File: src/rtl/currctrl_bus_endpoint_if.sv
// Bridge-side register bus of the CurrCTRL endpoint: the request and response signals of one transfer.
interface currctrl_bus_endpoint_if;
    logic [6:0]  bus_address;
    logic        bus_enable;
    logic [3:0]  bus_byte_enable;
    logic        bus_rw;
    logic [31:0] bus_write_data;
    logic [31:0] bus_read_data;
    logic        bus_acknowledge;
    logic        bus_irq;

    modport master (
        output bus_address, bus_enable, bus_byte_enable, bus_rw, bus_write_data,
        input  bus_read_data, bus_acknowledge, bus_irq
    );

    modport slave (
        input  bus_address, bus_enable, bus_byte_enable, bus_rw, bus_write_data,
        output bus_read_data, bus_acknowledge, bus_irq
    );
endinterface

File: src/rtl/currctrl_bus_endpoint.sv
// CurrCTRL register endpoint: double-buffered coil setpoints, current readback, control and fault IRQs.
// Optional setpoint watchdog is compiled in with `define CURRCTRL_WDOG_EN.
module currctrl_bus_endpoint #(
    parameter int NUM_COILS   = 4,
    parameter int SP_W        = 16,
    parameter int WDOG_CYCLES = 1000000
) (
    input  logic                      clk,
    input  logic                      reset_n,
    currctrl_bus_endpoint_if.slave    bus,
    input  logic [NUM_COILS-1:0]      coil_fault,
    input  logic [NUM_COILS*SP_W-1:0] coil_current,
    output logic [NUM_COILS*SP_W-1:0] coil_setpoint,
    output logic                      setpoint_update,
    output logic                      coil_enable
);

    typedef enum logic [1:0] {S_IDLE, S_ACCESS, S_ACK, S_RELEASE} state_t;
    typedef logic [NUM_COILS-1:0][SP_W-1:0] sp_arr_t;

    state_t state_q, state_d;
    logic   access;

    logic                 enable_q, enable_d;
    logic                 irq_en_q, irq_en_d;
    logic                 dirty_q,  dirty_d;
    logic                 upd_q,    upd_d;
    logic [NUM_COILS-1:0] pend_q,   pend_d;
    logic [NUM_COILS-1:0] fault_q;
    sp_arr_t              shadow_q, shadow_d;
    sp_arr_t              active_q, active_d;
    logic [31:0]          rdata_q,  rdata_d;
    logic [31:0]          rd_mux;

    logic [4:0]  word;
    logic [3:0]  be;
    logic [31:0] wdata;
    logic        wr, commit, soft_clr;
    logic        wdog_trip, wdog_fault;

    assign word     = bus.bus_address[6:2];
    assign be       = bus.bus_byte_enable;
    assign wdata    = bus.bus_write_data;
    assign wr       = access & ~bus.bus_rw;
    assign commit   = wr & (word == 5'd3) & be[0] & wdata[0];
    assign soft_clr = wr & (word == 5'd0) & be[0] & wdata[2];

    logic unused_bus;
    assign unused_bus = ^{bus.bus_address[1:0], bus.bus_write_data[31:16], bus.bus_byte_enable[3:2]};

    // Transfer FSM: state register / next state / outputs
    always_ff @(posedge clk or negedge reset_n) begin
        if (!reset_n) state_q <= S_IDLE;
        else          state_q <= state_d;
    end

    always_comb begin
        state_d = state_q;
        case (state_q)
            S_IDLE:    if (bus.bus_enable) state_d = S_ACCESS;
            S_ACCESS:  state_d = S_ACK;
            S_ACK:     state_d = S_RELEASE;
            S_RELEASE: if (!bus.bus_enable) state_d = S_IDLE;
            default:   state_d = S_IDLE;
        endcase
    end

    always_comb begin
        access              = 1'b0;
        bus.bus_acknowledge = 1'b0;
        case (state_q)
            S_ACCESS: access              = 1'b1;
            S_ACK:    bus.bus_acknowledge = 1'b1;
            default: ;
        endcase
    end

    // Read decode; anything not mapped reads as zero
    always_comb begin
        rd_mux = '0;
        case (word)
            5'd0:    rd_mux[1:0] = {irq_en_q, enable_q};
            5'd1:    rd_mux[1:0] = {dirty_q, wdog_fault};
            5'd2:    rd_mux[NUM_COILS-1:0] = pend_q;
            default: ;
        endcase
        for (int n = 0; n < NUM_COILS; n++) begin
            if (word == 5'(8 + n))  rd_mux[SP_W-1:0] = shadow_q[n];
            if (word == 5'(16 + n)) rd_mux[SP_W-1:0] = coil_current[n*SP_W +: SP_W];
        end
    end

    always_comb begin
        enable_d = enable_q;
        irq_en_d = irq_en_q;
        dirty_d  = dirty_q;
        pend_d   = pend_q;
        shadow_d = shadow_q;
        active_d = active_q;
        upd_d    = 1'b0;
        rdata_d  = rdata_q;

        if (wr && word == 5'd0 && be[0]) begin
            enable_d = wdata[0];
            irq_en_d = wdata[1];
        end
        if (wr && word == 5'd2 && be[0])
            pend_d = pend_q & ~wdata[NUM_COILS-1:0];
        for (int n = 0; n < NUM_COILS; n++) begin
            if (wr && word == 5'(8 + n)) begin
                if (be[0]) shadow_d[n][7:0]  = wdata[7:0];
                if (be[1]) shadow_d[n][15:8] = wdata[15:8];
                dirty_d = 1'b1;
            end
        end
        if (commit) begin
            active_d = shadow_q;
            dirty_d  = 1'b0;
            upd_d    = 1'b1;
        end
        if (wdog_trip) active_d = '0;
        if (soft_clr) begin
            shadow_d = '0;
            active_d = '0;
            pend_d   = '0;
            dirty_d  = 1'b0;
        end
        // A fresh fault edge survives any clear landing in the same cycle
        pend_d = pend_d | (coil_fault & ~fault_q);

        if (access && bus.bus_rw) rdata_d = rd_mux;
    end

    always_ff @(posedge clk or negedge reset_n) begin
        if (!reset_n) begin
            enable_q <= 1'b0;
            irq_en_q <= 1'b0;
            dirty_q  <= 1'b0;
            upd_q    <= 1'b0;
            pend_q   <= '0;
            fault_q  <= '0;
            shadow_q <= '0;
            active_q <= '0;
            rdata_q  <= '0;
        end else begin
            enable_q <= enable_d;
            irq_en_q <= irq_en_d;
            dirty_q  <= dirty_d;
            upd_q    <= upd_d;
            pend_q   <= pend_d;
            fault_q  <= coil_fault;
            shadow_q <= shadow_d;
            active_q <= active_d;
            rdata_q  <= rdata_d;
        end
    end

`ifdef CURRCTRL_WDOG_EN
    localparam int WDOG_W = (WDOG_CYCLES > 1) ? $clog2(WDOG_CYCLES) : 1;
    localparam logic [WDOG_W-1:0] WDOG_MAX = WDOG_W'(WDOG_CYCLES - 1);

    logic [WDOG_W-1:0] wdog_cnt_q, wdog_cnt_d;
    logic              wdog_fault_q, wdog_fault_d;

    // Counter saturates at the limit so the trip fires once until cleared
    assign wdog_trip  = enable_q & (wdog_cnt_q == WDOG_MAX) & ~wdog_fault_q & ~commit & ~soft_clr;
    assign wdog_fault = wdog_fault_q;

    always_comb begin
        wdog_cnt_d   = wdog_cnt_q;
        wdog_fault_d = wdog_fault_q;
        if (commit || soft_clr || !enable_q) wdog_cnt_d = '0;
        else if (wdog_cnt_q != WDOG_MAX)     wdog_cnt_d = wdog_cnt_q + 1'b1;
        if (soft_clr)       wdog_fault_d = 1'b0;
        else if (wdog_trip) wdog_fault_d = 1'b1;
    end

    always_ff @(posedge clk or negedge reset_n) begin
        if (!reset_n) begin
            wdog_cnt_q   <= '0;
            wdog_fault_q <= 1'b0;
        end else begin
            wdog_cnt_q   <= wdog_cnt_d;
            wdog_fault_q <= wdog_fault_d;
        end
    end
`else
    logic unused_wdog;
    assign unused_wdog = (WDOG_CYCLES != 0);
    assign wdog_trip   = 1'b0;
    assign wdog_fault  = 1'b0;
`endif

    for (genvar g = 0; g < NUM_COILS; g++) begin : g_coil
        assign coil_setpoint[g*SP_W +: SP_W] = (enable_q && !wdog_fault) ? active_q[g] : '0;
    end

    assign coil_enable       = enable_q;
    assign setpoint_update   = upd_q;
    assign bus.bus_read_data = rdata_q;
    assign bus.bus_irq       = (irq_en_q & |pend_q) | wdog_fault;

endmodule

File: src/flat_wrapper.sv
// flat-port wrapper written by rule: the top's interface ports become plain ports
module currctrl_bus_endpoint_flat 
#(
    parameter int NUM_COILS   = 4,
    parameter int SP_W        = 16,
    parameter int WDOG_CYCLES = 1000000
)
  (clk, reset_n, coil_fault, coil_current, coil_setpoint, setpoint_update, coil_enable, bus_bus_address, bus_bus_enable, bus_bus_byte_enable, bus_bus_rw, bus_bus_write_data, bus_bus_read_data, bus_bus_acknowledge, bus_bus_irq);
  currctrl_bus_endpoint_if bus_i ();
  input  logic clk;
  input  logic reset_n;
  input  logic [NUM_COILS-1:0] coil_fault;
  input  logic [NUM_COILS*SP_W-1:0] coil_current;
  output logic [NUM_COILS*SP_W-1:0] coil_setpoint;
  output logic setpoint_update;
  output logic coil_enable;
  input wire logic [$bits(bus_i.bus_address)-1:0] bus_bus_address;
  input wire logic [$bits(bus_i.bus_enable)-1:0] bus_bus_enable;
  input wire logic [$bits(bus_i.bus_byte_enable)-1:0] bus_bus_byte_enable;
  input wire logic [$bits(bus_i.bus_rw)-1:0] bus_bus_rw;
  input wire logic [$bits(bus_i.bus_write_data)-1:0] bus_bus_write_data;
  output wire logic [$bits(bus_i.bus_read_data)-1:0] bus_bus_read_data;
  output wire logic [$bits(bus_i.bus_acknowledge)-1:0] bus_bus_acknowledge;
  output wire logic [$bits(bus_i.bus_irq)-1:0] bus_bus_irq;
  assign bus_i.bus_address = bus_bus_address;
  assign bus_i.bus_enable = bus_bus_enable;
  assign bus_i.bus_byte_enable = bus_bus_byte_enable;
  assign bus_i.bus_rw = bus_bus_rw;
  assign bus_i.bus_write_data = bus_bus_write_data;
  assign bus_bus_read_data = bus_i.bus_read_data;
  assign bus_bus_acknowledge = bus_i.bus_acknowledge;
  assign bus_bus_irq = bus_i.bus_irq;
  currctrl_bus_endpoint #(.NUM_COILS(NUM_COILS), .SP_W(SP_W), .WDOG_CYCLES(WDOG_CYCLES)) u_core (.clk(clk), .reset_n(reset_n), .bus(bus_i), .coil_fault(coil_fault), .coil_current(coil_current), .coil_setpoint(coil_setpoint), .setpoint_update(setpoint_update), .coil_enable(coil_enable));
endmodule
File: config.mk
export PLATFORM = sky130hd
export DESIGN_NAME = currctrl_bus_endpoint_flat
export DESIGN_NICKNAME = d
export VERILOG_FILES = /design/src/rtl/currctrl_bus_endpoint_if.sv /design/src/rtl/currctrl_bus_endpoint.sv /design/src/flat_wrapper.sv
export SDC_FILE = /design/constraint.sdc
export NUM_CORES = 1
export LEC_CHECK = 0
export ABC_AREA = 0
export CORE_MARGIN = 2
export CORE_UTILIZATION = 48
export CTS_CLUSTER_DIAMETER = 150
export CTS_CLUSTER_SIZE = 28
export DETAILED_ROUTE_END_ITERATION = 7
export MAX_ROUTING_LAYER = met4
export PLACE_DENSITY = 0.79
export SLEW_MARGIN = 20
export SYNTH_ARGS = -nofsm -noshare
export SYNTH_HDL_FRONTEND = slang
export SYNTH_SLANG_ARGS = --single-unit
File: constraint.sdc
create_clock -name clk -period 3.39 [get_ports clk]
set_clock_uncertainty 0.2 [all_clocks]
set_input_delay 0.678 -clock clk [delete_from_list [all_inputs] [get_ports clk]]
set_output_delay 0.678 -clock clk [all_outputs]
set_load 0.02 [all_outputs]
* Word level (Yosys, flattened, before mapping)
Cells that the tools add are included.
** Word-level totals
- Register bits after elaboration :: 158
- Logic and storage cells :: 116
- Output and inout bits :: 100
** Cells by class
- Reduce and logical (&&, ||, !) cells :: 29
- Bitwise logic cells :: 14
- Equal/unequal tests :: 16
- Muxes and demuxes :: 37
** Operator list (number)
- $mux 16 :: 16
- $mux 64 :: 3
- $eq 5x4->1 const B :: 4
- $eq 5x5->1 const B :: 4
- $reduce_and 2->1 :: 9
- $mux 8 :: 2
- $reduce_bool 2->1 :: 7
- $eq 5x2->1 const B :: 2
- $logic_and 1x1->1 :: 9
- $mux 1 :: 9
- $and 1x1->1 :: 8
- $and 4x4->4 :: 2
- $mux 4 :: 2
- $not 4->4 :: 2
- $pmux 2 s4 :: 1
- $mux 2 :: 3
- $pmux 2 s3 :: 1
- $reduce_bool 6->1 :: 1
- $eq 5x1->1 const B :: 1
- $logic_not 5->1 :: 1
- $eq 2x2->1 const B :: 2
- $ne 2x2->1 const B :: 2
- $or 4x4->4 :: 1
- $reduce_or 4->1 :: 1
- 3 further kinds :: 3

* Depth between registers and ports, before layout
Gate-level depths: netlist of the first run.
- Depth in word-level cells :: 10
- Depth in mapped cells :: 10

* Worst setup path after synthesis of the first run
No wires, ideal clock.
- Kind :: input to register
- From :: input bus_bus_address[4]
- To :: register u_core.shadow_q[24] (netlist bit)
- Setup slack :: 0.676 ns
- Arrival :: 2.390 ns
- Required time :: 3.065 ns
- Stages :: 6
- Cells stage by stage :: buf_2 -> or4b_4 -> nor3_4 -> nand2b_1 -> a21oi_2 -> mux2_2
** On the way
- Longest elaborated chain between the ends :: 6
- Elaborated cells between the ends (all ways) :: 10
- Those cells by class :: 1 x eq/ne; 1 x mux; 3 x bitwise; 5 x reduce/logical
** Ends and longest elaborated chain
- start, declared :: line flat_wrapper.sv:17 : input wire logic [$bits(bus_i.bus_address)-1:0] bus_bus_address;
- $logic_not 5->1 :: line currctrl_bus_endpoint.sv:46 : assign soft_clr = wr & (word == 5'd0) & be[0] & wdata[2];
- $and 1x1->1 (3 in a row) :: line currctrl_bus_endpoint.sv:46
- $reduce_bool 2->1 (no line)
- $reduce_and 2->1 (no line)
- end signal, assigned :: line currctrl_bus_endpoint.sv:152 : shadow_q <= shadow_d;
- end, declared :: line currctrl_bus_endpoint.sv:30 : sp_arr_t shadow_q, shadow_d;
Several ways; a longest one is shown, not always the timed one.
A chain may end at the register's enable or synchronous reset.

* Worst setup path after layout of the first run
- From :: input bus_bus_address[6]
- To :: register u_core.shadow_q[60] (netlist bit)
The elaborated chain is that of the path after synthesis.

==> results.cfg, run 1 <==
[timing]
clock.fmax_mhz = 343
whs_ps = 90.3
hold_viol = 0
period_share_pct = 86.1
final_period_minus_worst_setup_slack_ps = 2920
slew_violations = 0
grt_setup_unrepaired = false
worst_pin_slew_ps = 1080
timing.max_slew.rel_slack_pct = 27.4
setup_viol = 0
tns_ps = 0

[setup_path]
critical_path_peak_fanout = 10
setup.worst_path.end_class = flip-flop
worst-setup-path-type = in2reg
timing.critical_path.slowest_stage_cell = a31oi_1
timing.critical_path.max_delay_family = compound AO/OA/AOI/OAI gates
max_stage_delay_ps = 830
critPathArrivalTime_ps = 3030
critPathLaunchType = input port
worst_ep_required_time_ps = 3500
cp_cell_sequence = clkdlybuf4s50_1, nand2b_1, nor3_1, a31oi_1, mux2_2
crit_buf_inv = 1

[run]
max_cap_viol_count = 0

[route]
drt_drc_violations_left = 0
route.detailed.wl_per_inst_um = 19.7
drt_first_iter_violations = 798
via_count = 7456
route.final.wire_length_mm = 25.7
drt-vias-per-instance = 5.74
drtAntennaViolNets = 0
drt-pass1-iter-count = 6

[finish]
ff_latch_area_um2 = 3950
mostFrequentLayoutCell = nand2_1
postLayoutCoreUtil_pct = 66.1
num-nets-final = 1187
post_route_cells_drive_above_1_share_pct = 11.3
area_delta_synth_final_pct = 35.1
layout_common_cells = 188 x nand2_1, 177 x clkdlybuf4s50_1, 158 x dfrtp_1
fill_cells = 1301
insertedDiodeCount = 0
multiInputGateArea_um2 = 3710

[global_routing]
first_pass_grt_wire_length_mm = 40.3
antenna_found_initial = 0
globalRouteTotalUtil_pct = 30.5
grt_max_degree = 77
vias_in_the_first_global_route = 7255
grt.overflow.total = 0

[clock_tree]
worst_skew_pair.late_latency_ps = 430
cts-root-to-sink-buffers = 2
count_of_buffers_added_by_post_cts_timing_repair_for_setup = 0
cts-htree-levels = 4
clk_root_buffer_cell = clkbuf_16
cts_resized = 0
cts.sinks = 158
post_cts_hold_buffer_count = 0
cts_inserted_buffers = 17
cts.clk_slew.worst_paths_ps = 60
tritoncts = done

[floorplanning]
die-height_um = 134
initial_utilization_pct = 48.9
dieWidth_um = 134
die_area_um2 = 17800
row_count = 47
core_region_area_um2 = 16500
number_of_i_o_pins = 215

[synth]
asyncSetResetFlopFracSynth_pct = 100
synth_area_um2 = 8050
post_synth.cell_area_avg_um2 = 9.10
ys_seq_area_share_pct = 49.1
yosys.area.top_type = dfrtp_1
synth.top_cells.by_area = dfrtp_1 49%, nand2_1 8.8%, a21oi_1 5.2%
synth_top_flop_cell = dfrtp_1
synth_enable_flop_cells = 0
synth-seq-cells = 158
ys.warnings.count = 0
synth_top_area_share_pct = 49.1
synth_cells = 885
netlist-cell-type-count = 54

[hold_path]
holdCritPathClass = in2async

[run_status]
run_status = finished clean

[pwr]
power_density_nw_per_um2 = 511
p_leak_nw = 4.77
ir_worst_vdd_uv = 414

[placement]
final_weighted_congestion_in_routability_driven_placement = 0.950
io_buffer_count = 178
dp_hpwl_mm = 18.4
## worst register-to-register path, delay by kind of cell (launching register included)
kind                     cells  cell delay [ps]
AO/OA/AOI/OAI                1              200
adder cells (fa/ha/maj)      1              280
multiplexers                 1              420
flip-flops                   1              410
buffers and inverters        2              320
AND/OR/NAND/NOR              2              890
## path summary, 6_finish.rpt
kind                                     from                  end  slack, ps  cells after the start
setup / recovery           bus_bus_address[6]  u_core.shadow_q[60]        470                      5
hold / removal                        reset_n  u_core.active_q[62]         90                      1
setup reg to reg            u_core.state_q[1]  u_core.shadow_q[60]        560                      7
hold reg to reg             u_core.fault_q[2]     u_core.pend_q[2]        270                      1
max in group asynchronous             reset_n  u_core.active_q[35]       2160                      2
min in group clk            u_core.fault_q[2]     u_core.pend_q[2]        270                      1
## power by group
part / internal, mW / switching, mW
Clock: 1.30 / 0.789
Combinational: 0.525 / 0.606
Sequential: 2.14 / 0.203
## logic make-up after synthesis
group	synth area share, %
flops	49.1
mux	6.00
buf+inv	5.49
compound gates	17.5
simple gates	21.1
other cells	0.0466
fa+ha+maj	0.777
## registers in the layout, indices dropped and copies added (netlist names)
| register | cells |
|---|---|
| u_core.dirty_q | 1 |
| u_core.bus.bus_read_data | 16 |
| u_core.fault_q | 4 |
| u_core.pend_q | 4 |
| u_core.shadow_q | 64 |
| u_core.setpoint_update | 1 |
| u_core.coil_enable | 1 |
| u_core.irq_en_q | 1 |
| u_core.active_q | 64 |
| u_core.state_q | 2 |
## cell usage after synthesis (13+ instances only)
master / number
clkbuf_1: 46
nor2b_1: 17
dfrtp_1: 158
inv_1: 19
and2_1: 67
nor2_1: 23
o21ai_0: 73
mux2_2: 34
nand2_1: 188
a21oi_1: 84
buf_4: 16
buf_2: 14
and3_1: 13
## stage by stage
stage          total power [mW]  std cells  setup slack [ps]  instance area, um2
5_1_grt                    5.78       1300               245               10900
3_3_place_gp               3.46       1268               180               10200
2_1_floorplan              2.91        900               676                8110
6_report                   5.56       1300               471               10900
3_5_place_dp               3.49       1268               145               10200
4_1_cts                    5.57       1300               524               10900
## cell type report
cell class                      count  share of cell area (%)
Sequential cell                   158                    36.3
Multi-Input combinational cell    645                    34.1
Timing Repair Buffer              226                    20.4
Clock buffer                       20                    4.29
Tap cell                          220                    2.53
Clock inverter                     12                    1.68
Inverter                           19                   0.656
## metal layers
| metal | part of all wire (%) | global-route usage, % | vias up |
|---|---|---|---|
| met2 | 47 | 46.4 | 410 |
| met5 | 0 | - | - |
| met1 | 41 | 41.2 | 3593 |
| li1 | - | - | 3389 |
| met4 | 3.2 | 10.9 | 0 |
| met3 | 8.8 | 5.90 | 64 |
(Power assumes the default switching activity.)
==> inputs of run 2 (changes only) <==
- PLACE_DENSITY: 0.79 -> 0.78
==> run 2 against run 1 <==
Total power shrank 5.5%. Hold slack gained 160 ps. Global-route usage shrank 0.80 points. Cell count shrank 0.46%. Clock power shrank 14%. Core utilization shrank 1.1 points. Flip-flop and latch count is the same. Clock-buffer cell count grew 3. Sequential power is essentially flat. Critical path depth grew 1. Routed wire length shrank 1.1%. Fmax shrank 3.3%. Critical endpoint is now u_core.bus.bus_read_data[7].
==> results.cfg, run 2 (synthesized netlist as in run 1, its figures left out) <==
[run_status]
run_status = finished clean

[run]
max_cap_viol_count = 0

[timing]
grt_setup_unrepaired = false
timing.max_slew.rel_slack_pct = 26.5
hold_viol = 0
final_period_minus_worst_setup_slack_ps = 3020
slew_violations = 0
tns_ps = 0
clock.fmax_mhz = 331
setup_viol = 0
period_share_pct = 89.0
worst_pin_slew_ps = 1090

[clock_tree]
clk_root_buffer_cell = clkbuf_16
cts.clk_slew.worst_paths_ps = 60
cts_resized = 0
cts-htree-levels = 4
cts.sinks = 158
worst_skew_pair.late_latency_ps = 440
tritoncts = done
cts_inserted_buffers = 17
count_of_buffers_added_by_post_cts_timing_repair_for_setup = 0
cts-root-to-sink-buffers = 2

[global_routing]
grt_max_degree = 97
antenna_found_initial = 0
vias_in_the_first_global_route = 7192
globalRouteTotalUtil_pct = 29.7
first_pass_grt_wire_length_mm = 39.0
grt.overflow.total = 0

[route]
via_count = 7389
drtAntennaViolNets = 0
drt-vias-per-instance = 5.71
route.detailed.wl_per_inst_um = 19.6
route.final.wire_length_mm = 25.4
drt_drc_violations_left = 0
drt_first_iter_violations = 812
drt-pass1-iter-count = 6

[setup_path]
crit_path_start = bus_bus_address[2]
worst-setup-path-type = in2reg
crit_path_end = u_core.bus.bus_read_data[7]
crit-reg2reg-capture = u_core.shadow_q[45]
critPathLaunchType = input port
critical_path_peak_fanout = 12
critPathArrivalTime_ps = 3170
rr_startpoint = u_core.state_q[1]
ff2ff_path_depth = 6
worst_ep_required_time_ps = 3540
cp_cell_sequence = clkdlybuf4s50_1, nor2_1, a222oi_1, buf_4, o311a_1, o21ai_1
worst-r2r-setup-slack_ps = 400
timing.critical_path.slowest_stage_cell = nor2_1
setup.worst_path.end_class = flip-flop
max_stage_delay_ps = 810

[finish]
layout_common_cells = 188 x nand2_1, 177 x clkdlybuf4s50_1, 158 x dfrtp_1
area_delta_synth_final_pct = 32.9
post_route_cells_drive_above_1_share_pct = 10.4
fill_cells = 1390
ff_latch_area_um2 = 3950
insertedDiodeCount = 0
multiInputGateArea_um2 = 3710
postLayoutCoreUtil_pct = 65.0
num-nets-final = 1184
mostFrequentLayoutCell = nand2_1

[floorplanning]
core_region_area_um2 = 16500
dieWidth_um = 134
die_area_um2 = 17800
initial_utilization_pct = 48.9
row_count = 47
die-height_um = 134
number_of_i_o_pins = 215

[placement]
final_weighted_congestion_in_routability_driven_placement = 0.977
io_buffer_count = 178
dp_hpwl_mm = 18.4

[pwr]
p_leak_nw = 4.69
power_density_nw_per_um2 = 491
ir_worst_vdd_uv = 369

[hold_path]
hold_start = u_core.fault_q[2]
holdCritPathClass = reg2reg
run 2: cell types whose count changed in the layout (fill, tap and decap cells not counted):
cell,previous run,this run
buf_12,6,2
bufinv_16,4,1
clkbuf_1,0,3
clkinv_4,2,0
clkinv_2,2,3
clkinvlp_4,2,1
dlygate4sd3_1,0,1
inv_8,1,0
run 2: power breakdown:
group,internal (mW),total [mW],switching [mW]
Sequential,2.14,2.33,0.191
Combinational,0.522,1.13,0.606
Clock,1.05,1.79,0.741
Total,3.72,5.25,1.54
run 2: final cells by class:
class / count / share of cell area (%)
Sequential cell: 158 / 37.0
Multi-Input combinational cell: 645 / 34.7
Timing Repair Buffer: 223 / 20.1
Clock buffer: 23 / 4.47
Tap cell: 220 / 2.57
Inverter: 19 / 0.667
Clock inverter: 6 / 0.573
run 2: how the worst min path moves through the flow:
stage / slack, ps / cells after the start / end
floorplan: 180 / 0 / u_core.active_q[0]
global placement: 210 / 1 / u_core.pend_q[2]
detailed placement: 230 / 1 / u_core.pend_q[2]
CTS: 250 / 1 / u_core.pend_q[2]
global route: 290 / 1 / u_core.pend_q[2]
finish: 250 / 1 / u_core.pend_q[2]
run 2: per-layer routing:
layer	GRT usage [%]	part of all wire, %	vias to the layer above
met5	-	0	-
met4	11.1	2.9	0
met3	4.41	7.8	63
met2	46.7	47	391
met1	39.4	42	3552
li1	-	-	3383
run 2: what timing repair did:
item                                    4_1_cts  5_1_grt
hold buffers                                  1        0
endpoints found under the hold margin         8        0
endpoints found under the setup margin        0        0
run 2: per-stage QoR:
step                instance area [um2]  power, mW  worst slack [ps]  hold slack [ps]  cells
CTS                               10700       5.26               438              253   1294
detailed placement                10100       3.48              27.1              232   1264
floorplan                          8110       2.91               676              182    900
finish                            10700       5.25               372              251   1294
global placement                  10100       3.44              54.0              212   1264
global route                      10700       5.47               311              292   1294
run 2: worst max-delay path: cells and delay by family:
family          cells  cell delay [ps]
buf+inv             2              910
compound gates      3              780
simple gates        1              810
==> inputs of run 3 (changes only) <==
--- a/constraint.sdc
+++ b/constraint.sdc
@@ -4,2 +4,2 @@
 set_output_delay 0.678 -clock clk [all_outputs]
-set_load 0.02 [all_outputs]
+set_load 0.01 [all_outputs]
==> results of run 3 <==
Same layout as run 2 (identical final DEF). Status: finished clean.
Among the figures that moved: total power 5.25 mW -> 5.17 mW
